**config.mk**
```make
export PLATFORM = sky130hd
export DESIGN_NAME = fwd_scoreboard
export DESIGN_NICKNAME = d
export VERILOG_FILES = /design/src/rtl/fwd_scoreboard_pkg.sv /design/src/rtl/fwd_src_match.sv /design/src/rtl/fwd_scoreboard.sv
export SDC_FILE = /design/constraint.sdc
export NUM_CORES = 1
export LEC_CHECK = 0
export CORE_ASPECT_RATIO = 1.25
export CORE_UTILIZATION = 29
export CTS_CLUSTER_SIZE = 12
export DETAILED_ROUTE_END_ITERATION = 10
export PLACE_DENSITY = 0.63
export REMOVE_ABC_BUFFERS = 1
export SETUP_SLACK_MARGIN = 0.05
export SLEW_MARGIN = 20
export SYNTH_ARGS = -nofsm -noshare
export SYNTH_HDL_FRONTEND = slang
export SYNTH_SLANG_ARGS = --single-unit
```
**constraint.sdc**
```tcl
create_clock -name clk -period 3.2 [get_ports clk]
set_input_delay 0.64 -clock clk [delete_from_list [all_inputs] [get_ports clk]]
set_output_delay 0.64 -clock clk [all_outputs]
set_load 0.01 [all_outputs]
```
**src/rtl/fwd_scoreboard_pkg.sv**
```systemverilog
// Shared definitions for the forwarding scoreboard: address width,
// select encodings and scoreboard-entry field widths.
package fwd_scoreboard_pkg;

  localparam int REG_ADDRESS_LEN = 4;
  localparam int FWD_NUM_SRC     = 3;
  localparam int FWD_DEPTH       = 3;
  localparam int FWD_ALU_READY   = 1;
  localparam int FWD_LOAD_READY  = 2;

  // Select encodings: 0 reads the register file, k+1 forwards from stage k.
  localparam int FORW_SEL_RF       = 0;
  localparam int FORW_SEL_FROM_MEM = 2;
  localparam int FORW_SEL_FROM_WB  = 3;

  // Scoreboard entry fields: {valid, wb_en, is_load, dst}.
  localparam int SB_VALID_W = 1;
  localparam int SB_WB_W    = 1;
  localparam int SB_LOAD_W  = 1;
  localparam int SB_DST_W   = REG_ADDRESS_LEN;
  localparam int SB_ENTRY_W = SB_VALID_W + SB_WB_W + SB_LOAD_W + SB_DST_W;

  function automatic int forw_sel_stage(input int k);
    return k + 1;
  endfunction

endpackage

```
**src/rtl/fwd_src_match.sv**
```systemverilog
// Per-source priority scan of the scoreboard: finds the youngest in-flight
// writer of this source and reports whether its result is forwardable yet.
module fwd_src_match
  import fwd_scoreboard_pkg::*;
#(
  parameter int REG_ADDR_W = REG_ADDRESS_LEN,
  parameter int DEPTH      = FWD_DEPTH,
  parameter int ALU_READY  = FWD_ALU_READY,
  parameter int LOAD_READY = FWD_LOAD_READY,
  parameter int SEL_W      = $clog2(DEPTH + 1)
) (
  input  logic                                used,
  input  logic [REG_ADDR_W-1:0]               src,
  input  logic [DEPTH-1:0]                    ent_vld,
  input  logic [DEPTH-1:0]                    ent_wb,
  input  logic [DEPTH-1:0]                    ent_ld,
  input  logic [DEPTH-1:0][REG_ADDR_W-1:0]    ent_dst,
  output logic                                hit,
  output logic [SEL_W-1:0]                    k,
  output logic                                ready,
  output logic                                early
);

  // Scan oldest to youngest so the lowest matching stage overwrites the rest;
  // early flags any match short of WB, used when forwarding is disabled.
  always_comb begin
    hit   = 1'b0;
    k     = '0;
    ready = 1'b0;
    early = 1'b0;
    for (int j = DEPTH - 1; j >= 0; j--) begin
      if (used && ent_vld[j] && ent_wb[j] && ent_dst[j] == src) begin
        hit   = 1'b1;
        k     = SEL_W'(j);
        ready = ent_ld[j] ? (j >= LOAD_READY) : (j >= ALU_READY);
        if (j < DEPTH - 1) early = 1'b1;
      end
    end
  end

endmodule

```
**src/rtl/fwd_scoreboard.sv**
```systemverilog
// Forwarding scoreboard: shift register of in-flight writers (EXE..WB),
// per-source forwarding selects, unified load-use/no-forward stall and a
// saturating stall-cycle counter.
module fwd_scoreboard
  import fwd_scoreboard_pkg::*;
#(
  parameter int REG_ADDR_W = REG_ADDRESS_LEN,
  parameter int NUM_SRC    = FWD_NUM_SRC,
  parameter int DEPTH      = FWD_DEPTH,
  parameter int ALU_READY  = FWD_ALU_READY,
  parameter int LOAD_READY = FWD_LOAD_READY,
  parameter int SEL_W      = $clog2(DEPTH + 1)
) (
  input  logic                          clk,
  input  logic                          rst,
  input  logic                          en_forwarding,
  input  logic                          freeze,
  input  logic                          flush,
  input  logic                          id_valid,
  input  logic                          id_wb_en,
  input  logic                          id_is_load,
  input  logic [REG_ADDR_W-1:0]         id_dst,
  input  logic [NUM_SRC*REG_ADDR_W-1:0] id_src,
  input  logic [NUM_SRC-1:0]            id_src_used,
  output logic [NUM_SRC*SEL_W-1:0]      sel_src,
  output logic                          stall,
  output logic [31:0]                   stall_count
);

  logic [DEPTH-1:0]                 vld_q, vld_d, wb_q, wb_d, ld_q, ld_d;
  logic [DEPTH-1:0][REG_ADDR_W-1:0] dst_q, dst_d;
  logic [31:0]                      cnt_q, cnt_d;

  logic [NUM_SRC-1:0]               hit, ready, early, stall_src;
  logic [NUM_SRC-1:0][SEL_W-1:0]    k, sel;

  fwd_src_match #(
    .REG_ADDR_W(REG_ADDR_W), .DEPTH(DEPTH), .ALU_READY(ALU_READY),
    .LOAD_READY(LOAD_READY), .SEL_W(SEL_W)
  ) u_match [NUM_SRC-1:0] (
    .used    (id_src_used),
    .src     (id_src),
    .ent_vld (vld_q),
    .ent_wb  (wb_q),
    .ent_ld  (ld_q),
    .ent_dst (dst_q),
    .hit     (hit),
    .k       (k),
    .ready   (ready),
    .early   (early)
  );

  // Per-source select and stall; with forwarding off, any pre-WB match stalls
  // and WB is trusted to write through the register file.
  always_comb begin
    stall_src = '0;
    sel       = '0;
    for (int i = 0; i < NUM_SRC; i++) begin
      stall_src[i] = en_forwarding ? (hit[i] && !ready[i]) : early[i];
      sel[i]       = (en_forwarding && hit[i] && ready[i])
                   ? SEL_W'(forw_sel_stage(int'(k[i])))
                   : SEL_W'(FORW_SEL_RF);
    end
    stall = (|stall_src) && id_valid && !flush;
  end

  assign sel_src     = sel;
  assign stall_count = cnt_q;

  // Advance the scoreboard unless frozen; stalled, flushed or invalid ID
  // instructions enter EXE as bubbles.
  always_comb begin
    vld_d = vld_q;
    wb_d  = wb_q;
    ld_d  = ld_q;
    dst_d = dst_q;
    cnt_d = cnt_q;
    if (!freeze) begin
      for (int j = DEPTH - 1; j > 0; j--) begin
        vld_d[j] = vld_q[j-1];
        wb_d[j]  = wb_q[j-1];
        ld_d[j]  = ld_q[j-1];
        dst_d[j] = dst_q[j-1];
      end
      vld_d[0] = id_valid && !stall && !flush;
      wb_d[0]  = id_wb_en;
      ld_d[0]  = id_is_load;
      dst_d[0] = id_dst;
      if (stall && cnt_q != '1) cnt_d = cnt_q + 32'd1;
    end
  end

  // State register with synchronous reset.
  always_ff @(posedge clk) begin
    if (rst) begin
      vld_q <= '0;
      wb_q  <= '0;
      ld_q  <= '0;
      dst_q <= '0;
      cnt_q <= '0;
    end else begin
      vld_q <= vld_d;
      wb_q  <= wb_d;
      ld_q  <= ld_d;
      dst_q <= dst_d;
      cnt_q <= cnt_d;
    end
  end

endmodule

```
==> results of run 1 <==
[layer usage]
| layer | global-route usage (%) | wire, µm | share of wire [%] |
|---|---|---|---|
| met1 | 19.0 | 3480 | 46 |
| met3 | 2.27 | 257 | 3.4 |
| met2 | 25.9 | 3790 | 50 |
| met4 | 5.40 | 108 | 1.4 |
| met5 | 0 | 0 | 0 |
[critical path, delay by kind of cell]
| family | cells | cell delay, ps |
|---|---|---|
| AND/OR/NAND/NOR | 2 | 360 |
| multiplexers | 1 | 210 |
| buffers and inverters | 2 | 1090 |
| XOR/XNOR | 1 | 140 |
[repair_timing]
action / 4_1_cts / 5_1_grt
buffers inserted: 3 / 2
setup endpoints to repair: 7 / 6
endpoints found under the hold margin: 0 / 0
resized for setup: 14 / 6
pin swaps: 6 / 5
gates cloned: 0 / 0
[placed cells by master, fill, tap and decap left out, types with 2 or more instances in the layout]
| cell | Yosys | layout |
|---|---|---|
| nand2_1 | 13 | 13 |
| o31ai_1 | 4 | 4 |
| nand4_1 | 11 | 11 |
| or4_1 | 5 | 5 |
| nand3_1 | 7 | 7 |
| o211ai_1 | 12 | 12 |
| mux2i_1 | 23 | 23 |
| dlymetal6s2s_1 | 0 | 5 |
| nor3_1 | 10 | 6 |
| xor2_1 | 41 | 41 |
| nor2b_1 | 3 | 3 |
| nor2_1 | 46 | 46 |
| o21ai_0 | 9 | 9 |
| clkdlybuf4s50_1 | 0 | 48 |
| and3_1 | 12 | 12 |
| clkbuf_16 | 0 | 5 |
| nand2b_1 | 2 | 2 |
| and4_1 | 4 | 4 |
| o21ai_2 | 3 | 3 |
| a21oi_1 | 13 | 13 |
| buf_4 | 1 | 29 |
| dfxtp_1 | 52 | 52 |
| and2_1 | 6 | 6 |
| nor3_2 | 2 | 6 |
| inv_1 | 5 | 5 |
| dlygate4sd2_1 | 0 | 11 |
| or3_1 | 8 | 8 |
| mux2_2 | 3 | 3 |
| xnor2_1 | 10 | 10 |
[synthesized netlist by cell type]
library cell	n
inv_1	5
nor2b_1	3
xnor2_1	10
dfxtp_1	52
mux2_2	3
buf_1	3
nor2_1	46
clkbuf_1	9
xor2_1	41
o2111ai_1	1
or4_1	5
a21oi_1	13
nor3_1	10
mux2i_1	23
o21ai_0	9
a31oi_2	1
nor3_2	2
nor4_2	1
nand2b_1	2
nand4_1	11
nand3_1	7
and2_1	6
o31ai_1	4
buf_4	1
buf_6	1
ha_1	1
or3_1	8
nand2_1	13
o211ai_1	12
and3_1	12
buf_2	1
a311oi_4	1
a2111oi_4	1
and4_1	4
nand4_2	1
nor4_1	1
o21ai_2	3
a22oi_1	1
nor4_4	1
[registers in the layout, summed over array words and instances, names as in the netlist]
name         count
vld_q            3
dst_q           12
ld_q             2
stall_count     32
wb_q             3
[through the flow]
step           TNS, ps  hold WS (ps)  cells  power, µW  worst slack (ps)
2_1_floorplan        0           455    314        729               447
3_3_place_gp     -1260           469    529        804              -196
3_5_place_dp     -1310           488    529        806              -198
4_1_cts              0           506    540       1450              10.6
5_1_grt              0           529    542       1490              59.5
6_report             0           492    542       1430               131
[how the worst max path moves through the flow]
stage / start / to
floorplan: id_src[1] / stall_count[11]
global placement: id_src[1] / sel_src[0]
detailed placement: id_src[1] / sel_src[0]
CTS: id_src[1] / sel_src[0]
global route: id_src[6] / sel_src[3]
finish: id_src[6] / sel_src[3]
[cell families (layout without fill, tap and decap cells)]
kind of cell / count (synthesis) / in the layout
AOI/OAI and AO/OA: 46 / 46
xor gates and xnor gates: 51 / 51
adders and majority gates: 1 / 1
buffers and inverters: 20 / 107
DFF: 52 / 52
muxes: 26 / 26
and+or+nand+nor: 133 / 133
[where the power goes]
part           internal, µW  total [µW]  switching [µW]
clock                   392         643             250
combinational          61.6         120            57.9
sequential              656         670            14.2
[layout make-up]
class	instances	area [µm²]	share of cell area [%]
clock inverter	2	38.8	0.957
sequential	52	1040	25.7
inverter	5	18.8	0.463
multi-input combinational	257	1800	44.3
clock buffer	6	139	3.43
tap	126	158	3.89
timing repair buffer	94	862	21.3
==> results by group, run 1 <==
Critical path
  • Setup CP Type: in -> out
  • Slowest CP cell: clkdlybuf4s50_1
  • R2R Setup Slk: 640 ps
  • R2r startpoint: dst_q[3]
  • Critical path fanouts, max: 3
  • Crit-path cells: clkdlybuf4s50_1, xnor2_1, nand4_1, mux2i_1, and3_1, clkdlybuf4s50_1
  • Worst r2r dst: stall_count[24]
  • Max incr delay on CP: 560 ps
  • Startpoint types: input pin
  • Critical Path Most Common Cell: clkdlybuf4s50_1
  • CP required: 2560 ps
  • Crit path arrival time: 2430 ps
  • Crit path capture type: output port
  • Reg2Reg Depth: 10

Global route
  • Pin count of the biggest net entering global routing: 57
  • Gr usage total: 15.0%
  • Antenna violations before repair: 0
  • Vias in the first global route: between 2000 and 3000
  • First-pass GRT wire length: around 13 mm
  • Grt total ovfl: 0

Clocking
  • Cts hold-fix bufs: 0
  • Clock buffer depth: 2
  • Clock-pin slew on the worst setup and hold paths: 70 ps
  • H-tree depth: 2
  • Num Clock Sinks: 52
  • Total CTS buffers: 5
  • Root Buffer Master: clkbuf_16
  • CTS tree: yes
  • Clk_lat worst skew: roughly 290 ps

Yosys
  • Register area share after synthesis: 35.8%
  • Yosys warnings: 0
  • Compound-Gate Fraction of Synth Area: between 10% and 20%
  • Cells after synthesis: around 330
  • Synth Area in Adders: 0.431%
  • Synth top area cells: dfxtp_1 (36%), xor2_1 (12%), mux2i_1 (7.9%), nor2_1 (5.9%), o211ai_1 (3.1%)
  • Netlist cell types: 39
  • Post-synthesis xor/xnor area fraction: 15.4%
  • Syn avg cell area: just under 9 µm²
  • Mux share of post-synthesis cell area: between 9 and 10%
  • Mapped Area: 0.00291 mm²
  • Share of the synthesized area in the top cell type: 35.8%
  • #FFs+latches synth: 52
  • Dominant cell type by area after synthesis: dfxtp_1
  • Post-synthesis simple-gate area fraction: about a quarter
  • Main combinational cell family by area after synthesis: simple AND/OR/NAND/NOR gates

Layout
  • Layout cells sized above 1: 13.5%
  • Post-layout util: roughly two fifths
  • Area delta synth->final: 39.5%
  • Nets@finish: between 400 and 500
  • Fillers: 966
  • Post-route cell area: 0.00405 mm²
  • # diodes: 0

Power and ir drop
  • Leakage power: 0.00168 µW
  • PwrDens: 353 mW/mm²
  • Max VDD drop: 0.000215 V

Floorplanning
  • Starting Density: a little under a third
  • Core area: 0.00966 mm²
  • Die area: 0.0104 mm²
  • Die X: 91.5 µm
  • Die extent in y: around 110 µm
  • IO Pins: 66
  • Std-Cell Rows: 40

Route
  • WL/cell: between 10 and 15 µm
  • Total number of vias: 2650
  • Drc violations: 0
  • Drt via density: 4.89
  • Final WL: 7.64 mm
  • Total iterations of the first detailed-routing run: 5
  • Number of antenna-violating nets in the routed design: 0
  • DR iter-0 viols: roughly 120

Timing
  • Tightest Pin Transition: around 1000 ps
  • Minimum clock period: between 3000 and 4000 ps
  • Slew Viols, Final: 0
  • Layout Skew: 10.2 ps
  • Max-slew headroom: 30.6%
  • Part of the cycle the worst path needs: a little over nine tenths
  • Final setup vio count: 0
  • Final Hold Fails: 0
  • Fmax: 326 MHz
  • RSZ-0062 raised after global routing: no

Status
  • Status: finished, final reports clean

Place
  • RePlAce Congestion: 0.825
  • Final HPWL DP: 5.66 mm
  • PortBufs: 65
  • Post-Place Cell Area: 0.00382 mm²

Hold path
  • WHS Path Cells: 2
  • WHS Endpoint: vld_q[2]
  • Worst Hold Class: reg -> reg
  • Hold path start: vld_q[2]

Run
  • Max-cap viol count: 0
Note: power is estimated with default switching activity, not from simulation.
==> run 2: changes to the inputs <==
--- a/config.mk
+++ b/config.mk
@@ -9,6 +9,7 @@
 export CORE_UTILIZATION = 29
 export CTS_CLUSTER_SIZE = 12
 export DETAILED_ROUTE_END_ITERATION = 10
+export GPL_ROUTABILITY_DRIVEN = 0
 export PLACE_DENSITY = 0.63
 export REMOVE_ABC_BUFFERS = 1
 export SETUP_SLACK_MARGIN = 0.05
==> results by group, run 2 (synthesis results as in run 1) <==
Status
  • Status: finished, final reports clean

Timing
  • Hold WS: 499 ps (+6.88 ps)
  • Slew Viols, Final: 0 (unchanged)
  • RSZ-0062 raised after global routing: no
  • Minimum clock period: 3060 ps (-6.19 ps)
  • Final Hold Fails: 0 (unchanged)
  • Final setup vio count: 0 (unchanged)
  • Tightest Pin Transition: 1030 ps (-12.1 ps)
  • Part of the cycle the worst path needs: 95.7% (-0.19 points)
  • Max-slew headroom: 31.4% (+0.81 points)
  • Fin Setup TNS: 0 ps (unchanged)
  • Fmax: 326 MHz (+0.20%)
  • Layout Skew: 11.4 ps (+1.28 ps)

Hold path
  • WHS Endpoint: ld_q[0]
  • Hold path start: ld_q[0]
  • Worst Hold Class: reg -> reg
  • WHS Path Cells: 2 (unchanged)

Critical path
  • Worst path bufs/invs: 2 (unchanged)
  • Crit path max-delay family: buffers and inverters
  • Crit path capture type: output port
  • CP required: 2560 ps (about the same)
  • Crit-path cells: dlygate4sd2_1, xor2_1, nor3_2, nand4_1, mux2i_1, and3_1, clkdlybuf4s50_1
  • Worst r2r dst: stall_count[1]
  • Reg2Reg Depth: 8 (-2)
  • Setup CP Type: in -> out
  • Slowest CP cell: clkdlybuf4s50_1
  • Startpoint types: input pin
  • Max incr delay on CP: 530 ps (-30 ps)
  • R2r startpoint: stall_count[15]
  • Critical path fanouts, max: 3 (unchanged)
  • R2R Setup Slk: 740 ps (+100 ps)
  • Crit path arrival time: 2420 ps (about the same)

Clocking
  • Total CTS buffers: 5 (unchanged)
  • CTS tree: yes
  • Clock buffer depth: 2 (unchanged)
  • Post-CTS Setup Bufs: 0 (-3)
  • Clock-pin slew on the worst setup and hold paths: 70 ps (about the same)
  • H-tree depth: 2 (unchanged)
  • Num Clock Sinks: 52 (unchanged)
  • Root Buffer Master: clkbuf_16
  • Clk_lat worst skew: 300 ps (about the same)

Route
  • Final WL: 7.33 mm (-4.0%)
  • DR iter-0 viols: 92 (-24%)
  • Number of antenna-violating nets in the routed design: 0 (unchanged)
  • Total iterations of the first detailed-routing run: 4 (-1)
  • Drt via density: 4.98 (+1.8%)
  • Total number of vias: 2654 (+0.15%)
  • Drc violations: 0 (unchanged)
  • WL/cell: 13.8 µm (-2.4%)

Run
  • Max-cap viol count: 0 (unchanged)

Layout
  • Leading cell type in the layout, fill and taps excluded: clkdlybuf4s50_1
  • Most frequent cells in the layout: clkdlybuf4s50_1 (54), dfxtp_1 (52), nor2_1 (46)
  • # diodes: 0 (unchanged)
  • Layout cells sized above 1: 11.3% (-2.2 points)
  • Area delta synth->final: 36.0%
  • Nets@finish: 434 (-2.0%)
  • Largest register FFs: 32 (unchanged)

Power and ir drop
  • Leakage power: 0.00157 µW (-6.3%)
  • Overall power: 1350 µW (-5.5%)
  • Max VDD drop: 0.000193 V (-10%)
  • PwrDens: 342 mW/mm² (-3.0%)

Global route
  • First-pass GRT wire length: 11.7 mm (-7.3%)
  • Pin count of the biggest net entering global routing: 57 (unchanged)
  • Grt met3 use: 2.93% (+0.67 points)
  • Antenna violations before repair: 0 (unchanged)
  • Vias in the first global route: 2456 (-7.1%)
  • Met2 Usage GRT: 23.4% (-2.6 points)
  • Gr usage total: 13.9% (-1.1 points)
  • Grt total ovfl: 0 (unchanged)
  • Busiest grt layer: met2
  • GR Layer Usage met1: 17.4% (-1.6 points)

Floorplanning
  • Die area: 0.0104 mm² (unchanged)
  • Std-Cell Rows: 40 (unchanged)
  • Starting Density: 30.1% (unchanged)
  • Core area: 0.00966 mm² (unchanged)
  • Die extent in y: 114 µm (unchanged)
  • IO Pins: 66 (unchanged)
  • Die X: 91.5 µm (unchanged)

Place
  • Final HPWL DP: 5.38 mm (-5.0%)
  • PortBufs: 65 (unchanged)
run 2: worst register-to-register path, delay by kind of cell (launching register included):
family                 cells  cell delay (ps)
AO/OA/AOI/OAI              1              280
buffers and inverters      1              230
flip-flops                 1              430
multiplexers               1              180
AND/OR/NAND/NOR            5             1200
run 2: how the worst max path moves through the flow:
stage / startpoint / endpoint / cells after the start
2_1_floorplan: id_src[1] / stall_count[11] / 7
5_1_grt: id_src[1] / sel_src[0] / 9
4_1_cts: id_src[10] / sel_src[5] / 6
3_3_place_gp: id_src[1] / sel_src[0] / 9
3_5_place_dp: id_src[9] / sel_src[4] / 7
6_report: id_src[9] / sel_src[5] / 7
run 2: repair_timing:
item                       4_1_cts  5_1_grt
pin swaps                        4        1
setup endpoints to repair        7        3
resized for setup               10        4
hold endpoints to repair         0        0
hold buffers                     0        0
run 2: area by class of cell:
type                       instances  area, µm²
fill                             988       5710
multi-input combinational        257       1790
sequential                        52       1040
timing repair buffer              85        788
tap                              126        158
clock buffer                       5        125
clock inverter                     3       27.5
inverter                           5       18.8
run 2: power by group:
group	switching, µW	internal, µW	leakage, µW	total, µW
Combinational	59.6	62.7	0.00108	122
Sequential	13.0	656	0.000421	669
Clock	265	297	0.0000719	562
Total	337	1020	0.00157	1350
run 2: routing by layer:
metal  up-vias  share of wire (%)
li1       1322                  -
met3        11                3.9
met4         0                2.1
met1      1259                 46
met5         -                  0
met2        62                 48
run 2: through the flow:
step           instance area, µm²  util (%)  setup WS, ps  instances
5_1_grt                      3950      40.9          51.7        533
4_1_cts                      3940      40.8          75.2        533
3_5_place_dp                 3790      39.2          -154        525
2_1_floorplan                2840         -           447        314
6_report                     3950      40.9           137        533
3_3_place_gp                 3790      39.2          -145        525
==> RTL change 1, RTL diff (settings of run 2) <==
Change the package constant `FWD_NUM_SRC` from 3 to 2.
--- a/src/rtl/fwd_scoreboard_pkg.sv
+++ b/src/rtl/fwd_scoreboard_pkg.sv
@@ -3,7 +3,7 @@
 package fwd_scoreboard_pkg;
 
   localparam int REG_ADDRESS_LEN = 4;
-  localparam int FWD_NUM_SRC     = 3;
+  localparam int FWD_NUM_SRC     = 2;
   localparam int FWD_DEPTH       = 3;
   localparam int FWD_ALU_READY   = 1;
   localparam int FWD_LOAD_READY  = 2;
Interface: changed (resized id_src, id_src_used and sel_src); port bits go from 66 to 59. The function was not compared with the original's and may differ.
==> RTL change 1 against run 2 <==
- worst setup slack improved by 0.0041 ns
- synthesized area fell by 0.30%
- power fell by 2.2%
- design area fell by 2.7%
- wire length rose by 3.2%
- sequential power about the same
- sequential cell count did not move
- synthesized cell count increased by 2.1%
- count of clock-buffer cells in the layout is 1 higher
- via count increased by 4.0%
- critical path type unchanged
- largest cell class unchanged
- highest routed layer unchanged
==> RTL change 1: results (changes against run 2) <==
Global routing
  – Largest net degree at the start of global routing: 56 (was 57)
  – Vias in the first global route: 2723 (was 2456)
  – First-pass GRT wire length: 12590 um (was 11740 um)
  – GR Util All Layers: 14.85% (was 13.90%)

STA
  – Slew margin rel.: 43.82% (was 31.36%)
  – Clk_skew: 0.006414 ns (was 0.01144 ns)

Routing
  – Met2 wire len: 3626 um (was 3514 um)
  – Met1 Routed Length: 3412 um (was 3372 um)
  – DRT iter0 DRCs: 130 (was 92)
  – Routed WL per cell: 14.30 um (was 13.75 um)
  – Met3 WL post-DR: 402 um (was 286 um)

Place
  – Area after DPL: 3679 um^2 (was 3790 um^2)
  – Port Buffers: 58 (was 65)
  – Final HPWL DP: 5393 um (was 5381 um)

Critical path
  – Crit-path max FO: 2 (was 3)
  – Worst r2r src: dst_q[2] (was stall_count[15])
  – Worst r2r dst: stall_count[25] (was stall_count[1])
  – R2R depth: 7 (was 8)
  – CP max stage delay: 0.45 ns (was 0.53 ns)
  – Worst Setup SP: id_src[2] (was id_src[9])
  – Critical Path End: sel_src[1] (was sel_src[5])
  – R2R setup slack: 0.71 ns (was 0.74 ns)

Yosys
  – Synth warnings: 0 (unchanged)
  – Post-synthesis cell type count: 39 (unchanged)
  – Seq/Total Area, Yosys: 35.94% (was 35.83%)
  – Area contributors post-synth: dfxtp_1 36%, mux2i_1 6.6%, nor2_1 5.2% (was dfxtp_1 36%, xor2_1 12%, mux2i_1 7.9%)
  – Post-synth top cells: 52 x dfxtp_1, 40 x nor2_1, 24 x a21oi_1 (was 52 x dfxtp_1, 46 x nor2_1, 41 x xor2_1)

Status
  – Run status: finished clean (unchanged)

Clock tree
  – Clock root buffer: clkbuf_16 (unchanged)
  – H-tree depth: 2 (unchanged)

Pwr
  – VDD IR max: 0.1889 mV (was 0.1926 mV)
  – Net Sw Power: 0.2970 mW (was 0.3371 mW)
  – Static leakage: 1.341 nW (was 1.575 nW)

Cells and area
  – Fillers: 985 (was 988)
  – Final layout net count: 425 (was 434)
  – Layout cells sized above 1: 11.91% (was 11.30%)

Worst hold path
  – Hold Path Origin: stall_count[6] (was ld_q[0])
-- RTL change 1: cell count changes after synthesis, moves of 7 or more --
| cell | run 2 | this run |
|---|---|---|
| xor2_1 | 41 | 15 |
| nand4_1 | 11 | 23 |
| o211ai_1 | 12 | 0 |
| or4_1 | 5 | 17 |
| a21oi_1 | 13 | 24 |
| o31ai_1 | 4 | 15 |
| and3_1 | 12 | 2 |
| mux2_1 | 0 | 9 |
| o21ai_0 | 9 | 1 |
| o21ai_1 | 0 | 7 |
-- RTL change 1: worst min-delay path by stage --
stage                           to  cells after the start
global route               ld_q[0]                      2
CTS                 stall_count[6]                      2
finish              stall_count[6]                      2
detailed placement  stall_count[6]                      2
global placement    stall_count[6]                      2
floorplan                  ld_q[1]                      2
-- RTL change 1: repair_timing --
action,4_1_cts,5_1_grt
setup endpoints to repair,5,3
hold buffers,0,0
gates resized for setup,13,4
-- RTL change 1: per-layer routing --
| metal | GRT usage, % | vias to the layer above |
|---|---|---|
| li1 | - | 1377 |
| met5 | 0 | - |
| met2 | 26.07 | 84 |
| met4 | 5.608 | 0 |
| met3 | 2.800 | 14 |
| met1 | 17.93 | 1286 |
-- RTL change 1: kinds of logic (layout without fill, tap and decap cells) --
kind of cell	Yosys count	after routing	share of synthesized area, %
and+or+nand+nor	158	158	31.58
DFF	52	52	35.94
AOI/OAI and AO/OA	50	50	10.32
muxes	29	29	10.58
xor gates and xnor gates	24	24	7.257
buffers and inverters	22	89	3.887
adders and majority gates	1	1	0.4319
-- RTL change 1: area by class of cell --
cell class                      instances  share of cell area (%)
Multi-Input combinational cell        262                   46.13
Sequential cell                        52                   27.08
Timing Repair Buffer                   78                   18.52
Tap cell                              126                   4.102
Clock buffer                            6                   3.613
Inverter                                3                  0.2930
Clock inverter                          2                  0.2604
-- RTL change 1: tightest hold or removal path: stages (launching register included) --
cell and delay [ns]:
dfxtp_1 0.33, o31ai_1 0.07, a21oi_1 0.06
-- RTL change 1: power by group through the flow --
stage / sequential [mW] / combinational, mW / clock [mW]
after detailed placement: 0.682 / 0.115 / 0
after global placement: 0.682 / 0.114 / 0
final: 0.667 / 0.118 / 0.538
after floorplan: 0.678 / 0.0423 / 0
after global routing: 0.668 / 0.129 / 0.579
after CTS: 0.667 / 0.118 / 0.554
-- RTL change 1: stage by stage --
step                worst slack (ns)  hold WS, ns  util, %  instances
detailed placement           -0.2478       0.4929    38.08        521
finish                        0.1410       0.5015    39.79        529
CTS                           0.1057       0.5039    39.87        529
global placement             -0.2497       0.4796    38.08        521
floorplan                     0.5901       0.4601        -        317
global route                 0.04349       0.5259    39.79        529
==> RTL change 2, RTL diff (config.mk and constraints of run 2) <==
Without the edit above. Register the output `stall_count` once more, cleared by the reset; this adds one clock of latency there. The other outputs are not delayed to match.
--- a/src/rtl/fwd_scoreboard.sv
+++ b/src/rtl/fwd_scoreboard.sv
@@ -65,7 +65,13 @@
   end
 
   assign sel_src     = sel;
-  assign stall_count = cnt_q;
+  always_ff @(posedge clk) begin
+    if (rst) begin
+      stall_count <= '0;
+    end else begin
+      stall_count <= cnt_q;
+    end
+  end
 
   // Advance the scoreboard unless frozen; stalled, flushed or invalid ID
   // instructions enter EXE as bubbles.
Check against the original RTL: not equivalent (a bounded check fails within 4 cycles, from zero or initial values and one cycle with rst high).
==> RTL change 2 against run 2 <==
- non-clock buffer count decreased by 1
- sequential cell count increased by 32
- first-iteration DRC count increased by 41%
- synthesized cell count increased by 22%
- register-to-register slack got worse by 0.28 ns
- design area increased by 25%
- wire length increased by 19%
- power increased by 61%
- worst hold slack got worse by 0.0029 ns
- critical path depth increased by 1
- global-route usage decreased by 0.53 points
- worst setup slack improved by 0.034 ns
- sequential power increased by 60%
- synthesized area increased by 28%
==> RTL change 2: results (changes against run 2) <==
Critical path
  – Worst r2r src: cnt_q[0] (was stall_count[15])
  – Crit-path max FO: 2 (was 3)
  – Critical path arrival: 2.39 ns (was 2.42 ns)
  – Worst r2r dst: cnt_q[2] (was stall_count[1])
  – Critical Path End: sel_src[2] (was sel_src[5])
  – Worst Setup SP: id_src[4] (was id_src[9])
  – R2R depth: 9 (was 8)

Yosys
  – Synth Area in XOR/XNOR: 8.744% (was 15.37%)
  – Area contributors post-synth: dfxtp_1 45%, xor2_1 6.6%, nor2_1 5.7% (was dfxtp_1 36%, xor2_1 12%, mux2i_1 7.9%)
  – Mapped Cells: 401 (was 329)
  – Post-synthesis mux area share: 10.87% (was 9.087%)
  – Synth Area in Adders: 0.3376% (was 0.4307%)
  – Post-synthesis cell type count: 40 (was 39)

STA
  – Clk_skew: 0.01171 ns (was 0.01144 ns)
  – Slew margin rel.: 45.86% (was 31.36%)

Routing
  – DRT iter0 DRCs: 130 (was 92)
  – Met1 Routed Length: 3853 um (was 3372 um)
  – Routed WL per cell: 13.45 um (was 13.75 um)
  – Met2 wire len: 4179 um (was 3514 um)
  – Met3 WL post-DR: 461 um (was 286 um)
  – Routed vias: 3042 (was 2654)

Clock tree
  – H-tree depth: 3 (was 2)
  – Clk_lat worst skew: 0.33 ns (was 0.30 ns)
  – Post-cts sizing count: 11 (was 10)
  – Post-CTS Setup Bufs: 1 (was 0)
  – CTS Buf Count: 9 (was 5)

Status
  – Run status: finished clean (unchanged)

Place
  – Placed Cells: 629 (was 525)
  – Worst slack, placed: -0.06717 ns (was -0.1543 ns)
  – Final HPWL DP: 6379 um (was 5381 um)

Pwr
  – VDD IR max: 0.2055 mV (was 0.1926 mV)

Cells and area
  – Final layout net count: 505 (was 434)
  – Layout cells sized above 1: 13.28% (was 11.30%)

Global routing
  – Largest net degree at the start of global routing: 49 (was 57)
  – Met1 Track Usage GR: 15.31% (was 17.39%)
  – GR Util All Layers: 13.37% (was 13.90%)

Worst hold path
  – Hold Path Cell Cnt: 1 (was 2)
  – Hold EP: stall_count[20] (was ld_q[0])
==> RTL change 2: metrics by stage <==
stage / cell area [um^2] / hold WS (ns) / setup TNS, ns
after global routing: 4927 / 0.5111 / 0
after CTS: 4917 / 0.4953 / 0
after detailed placement: 4596 / 0.4881 / -0.1589
final: 4927 / 0.4957 / 0
after floorplan: 3610 / 0.4503 / 0
after global placement: 4596 / 0.4771 / -0.09812
==> RTL change 2: power by group <==
group | leakage, nW | internal [mW] | switching (mW) | total, mW
Sequential | 0.678 | 1.05 | 0.0134 | 1.07
Clock | 0.131 | 0.552 | 0.418 | 0.969
Combinational | 1.19 | 0.0696 | 0.0660 | 0.136
Total | 2.00 | 1.68 | 0.497 | 2.17
==> RTL change 2: layout make-up <==
type / count / area (um^2)
inverter: 7 / 26.28
clock buffer: 10 / 239.0
clock inverter: 6 / 48.80
sequential: 84 / 1682
timing repair buffer: 84 / 789.5
fill: 1237 / 7347
multi-input combinational: 291 / 1937
tap: 164 / 205.2
